## src/rtl/wb_arbiter_scoreboard.sv

```systemverilog
// Register-file write-port arbiter (ALU vs long unit) with a busy scoreboard for outstanding long results.
// 1-cycle registered write; ALU backpressured via pipe_hold on starvation; optional bypass: WB_SCOREBOARD_BYPASS_EN.
module wb_arbiter_scoreboard #(
  parameter int MAX_PENDING  = 4,
  parameter int STARVE_LIMIT = 3
) (
  input  logic        clk,
  input  logic        rst,
  input  logic        issue_valid,
  input  logic [4:0]  issue_src1,
  input  logic [4:0]  issue_src2,
  input  logic [4:0]  issue_dest,
  input  logic        issue_long,
  output logic        issue_stall,
`ifdef WB_SCOREBOARD_BYPASS_EN
  output logic        issue_fwd_src1,
  output logic        issue_fwd_src2,
`endif
  input  logic        alu_wb_valid,
  input  logic [4:0]  alu_wb_dest,
  input  logic [31:0] alu_wb_val,
  input  logic        lu_wb_valid,
  input  logic [4:0]  lu_wb_dest,
  input  logic [31:0] lu_wb_val,
  output logic        lu_wb_ready,
  output logic        pipe_hold,
  output logic        rf_write_en,
  output logic [4:0]  rf_dest,
  output logic [31:0] rf_write_val
);

  localparam int PW = $clog2(MAX_PENDING + 1);
  localparam int WW = $clog2(STARVE_LIMIT + 1);

  logic [31:0]   busy_q, busy_d;
  logic [PW-1:0] pending_q, pending_d;
  logic [WW-1:0] wait_q, wait_d;
  logic          rf_en_q, rf_en_d;
  logic [4:0]    rf_dest_q, rf_dest_d;
  logic [31:0]   rf_val_q, rf_val_d;

  logic        starve_hit;
  logic        lu_grant;
  logic        pend_full;
  logic [31:0] busy_view;
  logic        accept;
  logic        sb_set;
  logic        sb_clr;

  // Combinational outputs are forced low while reset is asserted.
  assign starve_hit  = (wait_q == WW'(STARVE_LIMIT));
  assign lu_grant    = rst & lu_wb_valid & (~alu_wb_valid | starve_hit);
  assign lu_wb_ready = lu_grant;
  assign pipe_hold   = rst & alu_wb_valid & lu_wb_valid & starve_hit;

`ifdef WB_SCOREBOARD_BYPASS_EN
  // A register being written back this cycle is readable from lu_wb_val.
  always_comb begin
    busy_view = busy_q;
    if (lu_grant) begin
      busy_view[lu_wb_dest] = 1'b0;
    end
  end

  assign issue_fwd_src1 = issue_valid & lu_grant & (issue_src1 != 5'd0) & (lu_wb_dest == issue_src1);
  assign issue_fwd_src2 = issue_valid & lu_grant & (issue_src2 != 5'd0) & (lu_wb_dest == issue_src2);
`else
  assign busy_view = busy_q;
`endif

  assign pend_full   = (pending_q == PW'(MAX_PENDING));
  assign issue_stall = rst & issue_valid &
                       (busy_view[issue_src1] | busy_view[issue_src2] | busy_view[issue_dest] |
                        (issue_long & pend_full) | pipe_hold);

  assign accept = issue_valid & issue_long & ~issue_stall;
  assign sb_set = accept & (issue_dest != 5'd0);
  // Writeback to a register that is not busy is a protocol error and leaves the scoreboard alone.
  assign sb_clr = lu_grant & busy_q[lu_wb_dest];

  always_comb begin
    busy_d = busy_q;
    if (sb_clr) begin
      busy_d[lu_wb_dest] = 1'b0;
    end
    if (sb_set) begin
      busy_d[issue_dest] = 1'b1;
    end
    busy_d[0] = 1'b0;

    pending_d = pending_q;
    case ({sb_set, sb_clr})
      2'b10:   pending_d = pending_q + PW'(1);
      2'b01:   pending_d = pending_q - PW'(1);
      default: pending_d = pending_q;
    endcase
  end

  always_comb begin
    wait_d = '0;
    if (lu_wb_valid && !lu_grant) begin
      wait_d = starve_hit ? wait_q : wait_q + WW'(1);
    end
  end

  always_comb begin
    rf_en_d   = 1'b0;
    rf_dest_d = rf_dest_q;
    rf_val_d  = rf_val_q;
    if (lu_grant) begin
      rf_en_d   = (lu_wb_dest != 5'd0);
      rf_dest_d = lu_wb_dest;
      rf_val_d  = lu_wb_val;
    end else if (alu_wb_valid) begin
      rf_en_d   = (alu_wb_dest != 5'd0);
      rf_dest_d = alu_wb_dest;
      rf_val_d  = alu_wb_val;
    end
  end

  always_ff @(posedge clk or negedge rst) begin
    if (!rst) begin
      busy_q    <= '0;
      pending_q <= '0;
      wait_q    <= '0;
      rf_en_q   <= 1'b0;
      rf_dest_q <= '0;
      rf_val_q  <= '0;
    end else begin
      busy_q    <= busy_d;
      pending_q <= pending_d;
      wait_q    <= wait_d;
      rf_en_q   <= rf_en_d;
      rf_dest_q <= rf_dest_d;
      rf_val_q  <= rf_val_d;
    end
  end

  assign rf_write_en  = rf_en_q;
  assign rf_dest      = rf_dest_q;
  assign rf_write_val = rf_val_q;

endmodule

```

## config.mk

```make
export PLATFORM = sky130hd
export DESIGN_NAME = wb_arbiter_scoreboard
export DESIGN_NICKNAME = d
export VERILOG_FILES = /design/src/rtl/wb_arbiter_scoreboard.sv
export SDC_FILE = /design/constraint.sdc
export NUM_CORES = 1
export LEC_CHECK = 0
export CAP_MARGIN = 10
export CORE_UTILIZATION = 49
export CTS_CLUSTER_DIAMETER = 30
export CTS_CLUSTER_SIZE = 16
export DETAILED_ROUTE_END_ITERATION = 8
export PLACE_DENSITY = 0.82
export SYNTH_ARGS = -nofsm -noshare
export SYNTH_HDL_FRONTEND = slang
export SYNTH_SLANG_ARGS = --single-unit
export TNS_END_PERCENT = 30
```

## constraint.sdc

```tcl
create_clock -name clk -period 3.7 [get_ports clk]
set_clock_uncertainty 0.2 [all_clocks]
set_input_delay 0.37 -clock clk [delete_from_list [all_inputs] [get_ports clk]]
set_output_delay 0.37 -clock clk [all_outputs]
set_load 0.1 [all_outputs]
```

# Word level (Yosys, flattened, before mapping)
# Index checks and enable logic that the tools add are counted.
# totals
register_bits	74
inputBits	95
output_inout_bits	41
elab_cells	74
# op_classes
addsub	3
n_lt_le_gt_ge	6
n_eq_ne	5
mux	23
n_bitwise	22
n_reduce_logical	9
# op_table
operator	n
two-way mux 32 bit	4
bitwise AND 32 bit	1
NOT 32 bit	1
OR 32 bit	1
less-than comparator 5 x 6 -> 1 bit, second input constant	4
binary-select mux 1 bit (select 5 bit)	4
nonzero test 5 bit	3
bitwise AND 1 bit	12
demux 1 bit (select 5 bit)	2
greater-or-equal comparator 5 x 1 -> 1 bit, second input constant	2
two-way mux 5 bit	2
two-way mux 1 bit	8
one-hot mux 3 bit (2 select lines)	1
OR 1 bit	5
== test 2 bit, second input constant	2
two-way mux 2 bit	2
nonzero test 2 bit	2
adder 3 x 1 -> 3 bit, second input constant	1
== test 3 bit, second input constant	1
logical AND 1 bit	3
subtractor 3 x 1 -> 3 bit, second input constant	1
adder 2 x 1 -> 2 bit, second input constant	1
== test 2 x 1 -> 1 bit, second input constant	1
inequality test 2 bit, second input constant	1
2 further kinds	3

# Logic depth before layout (Yosys ltp)
# logic_depth
ltp_word	12
ltp_mapped	15

# Worst setup path after synthesis
# OpenSTA, ideal clock, no wires.
# synth_path
kind	flip-flop to flip-flop
start	register wait_q[0]
end	register pending_q[2]
setup_time_ns	0.079
arrival_ns	4.804
path_slack_ns	-1.383
stages_incl_launch_ff	16
period_less_slack_ns	5.083
path_cell_list	dfrtp_1 > ha_1 > clkbuf_1 > inv_1 > nor3_1 > a311oi_1 > o2111a_1 > a31oi_4 > buf_6 > o21bai_1 > ha_1 > inv_1 > fa_1 > xor2_1 > nor2_1 > xor2_1
# synth_via
elab_chain_len	9
# synth_rtl
item	line	source
from (decl)	37	logic [WW-1:0] wait_q, wait_d;
from (signal assigned)	132	wait_q <= wait_d;
== test 2 bit *	51	assign starve_hit = (wait_q == WW'(STARVE_LIMIT));
bitwise AND 1 bit *	54	assign pipe_hold = rst & alu_wb_valid & lu_wb_valid & starve_hit;
named net pipe_hold	26	output logic pipe_hold,
OR 1 bit *	74	(issue_long & pend_full) | pipe_hold);
bitwise AND 1 bit *	72	assign issue_stall = rst & issue_valid &
NOT 1 bit *	76	assign accept = issue_valid & issue_long & ~issue_stall;
bitwise AND 1 bit *	76	
bitwise AND 1 bit *	77	assign sb_set = accept & (issue_dest != 5'd0);
== test 2 x 1 -> 1 bit or == test 2 bit (tied branches)	92	case ({sb_set, sb_clr})
one-hot mux 3 bit (2 select lines) or nonzero test 2 bit (tied branches)	-	
to (signal assigned)	131	pending_q <= pending_d;
to (decl)	36	logic [PW-1:0] pending_q, pending_d;
# Mark *: on every way through the listed nets, which the timed path passes. The rest lies on a longest branch.
# A chain may end at the register's enable or synchronous reset.

# Final worst setup path
# layout_path
start	input port issue_dest[1]
end	output port issue_stall
# layout_via
elab_chain_len	6
# layout_rtl
item	line	source
from (decl)	12	input logic [4:0] issue_dest,
binary-select mux 1 bit (select 5 bit)	73	(busy_view[issue_src1] | busy_view[issue_src2] | busy_view[issue_dest] |
two-way mux 1 bit (not written as such)	73	
OR 1 bit (2 in series)	73	
OR 1 bit	74	
bitwise AND 1 bit	72	
to (decl)	14	output logic issue_stall,
# No other way between the ends. The select of a mux whose other input is x is not followed.

==> summary.txt <==
Outcome
  • Status: complete, no violations

Yosys
  • Mapped Area: 4840 sq um
  • Count of flip-flops with a built-in enable after synthesis: 0
  • Number of instances in the synthesized netlist: 515
  • Post-synthesis async set-or-reset flop share: 100%
  • Mean area per synthesized cell: 9.40 sq um
  • Number of distinct library cell variants in the gate-level netlist after synthesis: 55
  • Synthesis Warnings: 0
  • Nets in the synthesized netlist: 613
  • Proportion of synthesized chip area in sequential cells: 38.2%
  • Post-synthesis sequential element count: 74
  • Dominant synthesized flop cell: sky130_fd_sc_hd__dfrtp_1

Drt
  • Total Routed Length: 16.4 mm
  • Via density per instance: 6.34
  • DRC violations left: 0
  • Routed len/inst: 20.5 um
  • DR pass1 iterations: 5
  • DRC violation total after the first TritonRoute iteration: 365
  • Via count: 5075
  • Antenna Violating Nets Remaining: 0

Timing
  • Fmax: 282 MHz
  • Total of endpoints with negative setup slack in the final report: 0
  • Setup repair after global routing missed its margin: false
  • Final period util: 95.8%
  • Shortest period the worst path allows: 3540 ps
  • Post-route setup TNS: 0 ps
  • Final number of max-transition violations: 0
  • Setup WS post-layout: 156 ps
  • Pin slew with the least headroom to its limit: 1020 ps
  • Final hold violation count: 0
  • Slew margin rel.: 31.5%
  • Worst hold margin: 295 ps

Placement
  • Detail Placement HPWL: 12.0 mm
  • # placed instances: 784
  • Number of buffer cells added on primary ports: 135
  • Weighted congestion at the end of routability-driven global placement: 0.931
  • Instance area after placement: 6540 sq um
  • Minimum setup slack after placement: -296 ps

Setup path
  • CP startpoint kind: primary input
  • Startpoint of the worst register-to-register path: busy_q[26]$_DFF_PN0_
  • Endpoint kind of the worst setup timing path: primary output
  • R2R Setup Slk: 330 ps
  • Critical path required time: 3130 ps
  • Top fanout value on the critical path: 8
  • Worst r2r dst: pending_q[2]$_DFFE_PN0P_
  • Worst setup path startpoint: issue_dest[1]
  • Data arrival, critical path: 2970 ps
  • Worst setup path class: in -> out
  • Cell count of the worst reg-to-reg path: 12

Clocking
  • Clock insertion delay at the later pin of the skew report: 350 ps
  • Num Clock Sinks: 74
  • Maximum buffer depth of the clock tree: 2
  • CTS tree: built
  • CTS root buf: sky130_fd_sc_hd__clkbuf_8
  • Cts bufs inserted: 9
  • CTS H-Tree Depth: 3
  • Clock slew seen by the registers of the worst setup and hold paths: 80 ps
  • Total setup buffers inserted after CTS: 0

Cells and area
  • Top library cells by usage in the layout, fill and taps aside: sky130_fd_sc_hd__clkdlybuf4s50_1 (130), sky130_fd_sc_hd__nor2_1 (111), sky130_fd_sc_hd__dfrtp_1 (74)
  • Most common cell after layout, fill and taps aside: sky130_fd_sc_hd__clkdlybuf4s50_1
  • Final instance area: 6720 sq um
  • Cell Count, Final, Fillers Out: 801
  • Area added between synthesis and finish: 38.8%
  • Total area of multi-input combinational cells: 2800 sq um
  • Share of layout cells above drive strength 1: 16.5%
  • Register area: 1850 sq um
  • Diode count: 0
  • Final #Nets: 765
  • Fillers: 706

Power
  • Comb power frac: 42.7%
  • Switch share: 42.0%
  • Power density of the placed cells: 452 nW/um^2
  • Int Pwr: 1760 uW
  • LEAKAGE: 0.00264 uW
  • IR drop worst, VDD: 311 uV
  • Switching power total: 1280 uW
  • Fraction of power consumed by sequential logic: 37.4%
  • Relative contribution of the clock network to total power: 19.9%

Hold path
  • Class of the most critical hold timing path: reg -> reg
  • WHS Path Cells: 1
  • Hold-critical path endpoint: pending_q[2]$_DFFE_PN0P_
  • Startpoint of the worst hold path: pending_q[2]$_DFFE_PN0P_

Die
  • Floorplan die area: 10300 sq um
  • Die Span Y: 101 um
  • Row count: 35
  • CORE AREA: 9420 sq um
  • Number of top-level design ports: 136
  • Width of the die: 101 um
  • Starting density of the core: 51.4%

Global route
  • Vias in the first global route: 4842
  • Remaining global-route overflow: 0
  • First-pass GRT wire length: 25.1 mm
  • GRT Util Overall: 32.3%
  • Number of antenna violations at the first check in global routing: 0
  • Largest net degree at the start of global routing: 47

Flow run
  • Maximum capacitance violations: 0
per-stage QoR:
stage | util (%) | power, uW
after global routing | 71.4 | 3160
after CTS | 71.4 | 3020
after global placement | 69.4 | 2390
after floorplan | - | 1970
after detailed placement | 69.4 | 2420
final | 71.4 | 3040
registers in the layout, summed over array words and instances, names as in the netlist:
register,count
busy_q,31
pending_q,3
rf_dest,5
rf_write_en,1
rf_write_val,32
wait_q,2
worst max-delay path, stage by stage:
cell and delay (ps):
sky130_fd_sc_hd__clkdlybuf4s50_1 650, sky130_fd_sc_hd__mux4_2 340, sky130_fd_sc_hd__nor2b_1 140, sky130_fd_sc_hd__or4_4 570, sky130_fd_sc_hd__or3_1 360, sky130_fd_sc_hd__o311a_1 350
sky130_fd_sc_hd__buf_12 190
layout make-up:
class | instances | area share (%)
multi-input combinational | 395 | 41.6
sequential | 74 | 27.5
timing repair buffer | 177 | 25.2
tap | 129 | 2.40
clock buffer | 11 | 2.10
clock inverter | 5 | 0.558
inverter | 10 | 0.558
synth_stat cells, drive strengths merged (3+ instances only):
library cell    n  area share (%)
inv            10            0.77
xor2            3            0.54
nor3b           3            0.46
nor2b          15             1.9
nor3           16             1.7
o31ai          32             6.3
or4             3            0.54
nand2b         12             1.5
mux4           23              11
or3             3            0.39
a2111oi         5            0.90
nor2          111             8.6
nand3b          6            0.93
nand2           8            0.62
o21ai          34             3.5
dfrtp          74              38
o2111ai         4            0.72
buf            15             1.9
clkbuf         21             1.6
mux2i          11             2.3
or3b            5            0.96
o22ai          32             4.1
nand3           3            0.31
mux2            5             1.2
a21oi          33             3.4
layer usage:
metal	wire, um	up-vias	track usage [%]
met2	7790	345	52.8
met1	6340	2452	43.1
met4	465	0	9.92
li1	-	2224	-
met5	0	-	0
met3	1850	54	7.11
logic make-up after synthesis:
| family | after synthesis | share of synthesized area [%] |
|---|---|---|
| flip-flops | 74 | 38.2 |
| adder cells (fa/ha/maj) | 3 | 0.930 |
| multiplexers | 39 | 14.4 |
| AND/OR/NAND/NOR | 194 | 19.5 |
| XOR/XNOR | 4 | 0.723 |
| buffers and inverters | 46 | 4.29 |
| AO/OA/AOI/OAI | 155 | 22.0 |
power groups by stage:
| stage | Clock (uW) | Sequential (uW) | Combinational, uW |
|---|---|---|---|
| after floorplan | 0 | 1400 | 568 |
| after global placement | 0 | 1140 | 1260 |
| after detailed placement | 0 | 1140 | 1280 |
| after CTS | 602 | 1130 | 1290 |
| after global routing | 638 | 1150 | 1380 |
| final | 604 | 1140 | 1300 |
how the worst max path moves through the flow:
| stage | to | depth (start not counted) |
|---|---|---|
| 2_1_floorplan | pending_q[2]$_DFFE_PN0P_ | 15 |
| 3_3_place_gp | pending_q[2]$_DFFE_PN0P_ | 13 |
| 3_5_place_dp | pending_q[2]$_DFFE_PN0P_ | 13 |
| 4_1_cts | issue_stall | 7 |
| 5_1_grt | issue_stall | 7 |
| 6_report | issue_stall | 7 |
timing repair:
item | CTS | global route
hold endpoints to repair | 74 | 0
setup endpoints to repair | 1 | 0
hold buffers | 1 | 0
gates resized for setup | 1 | 0
Note: power is estimated with default switching activity, not from simulation.
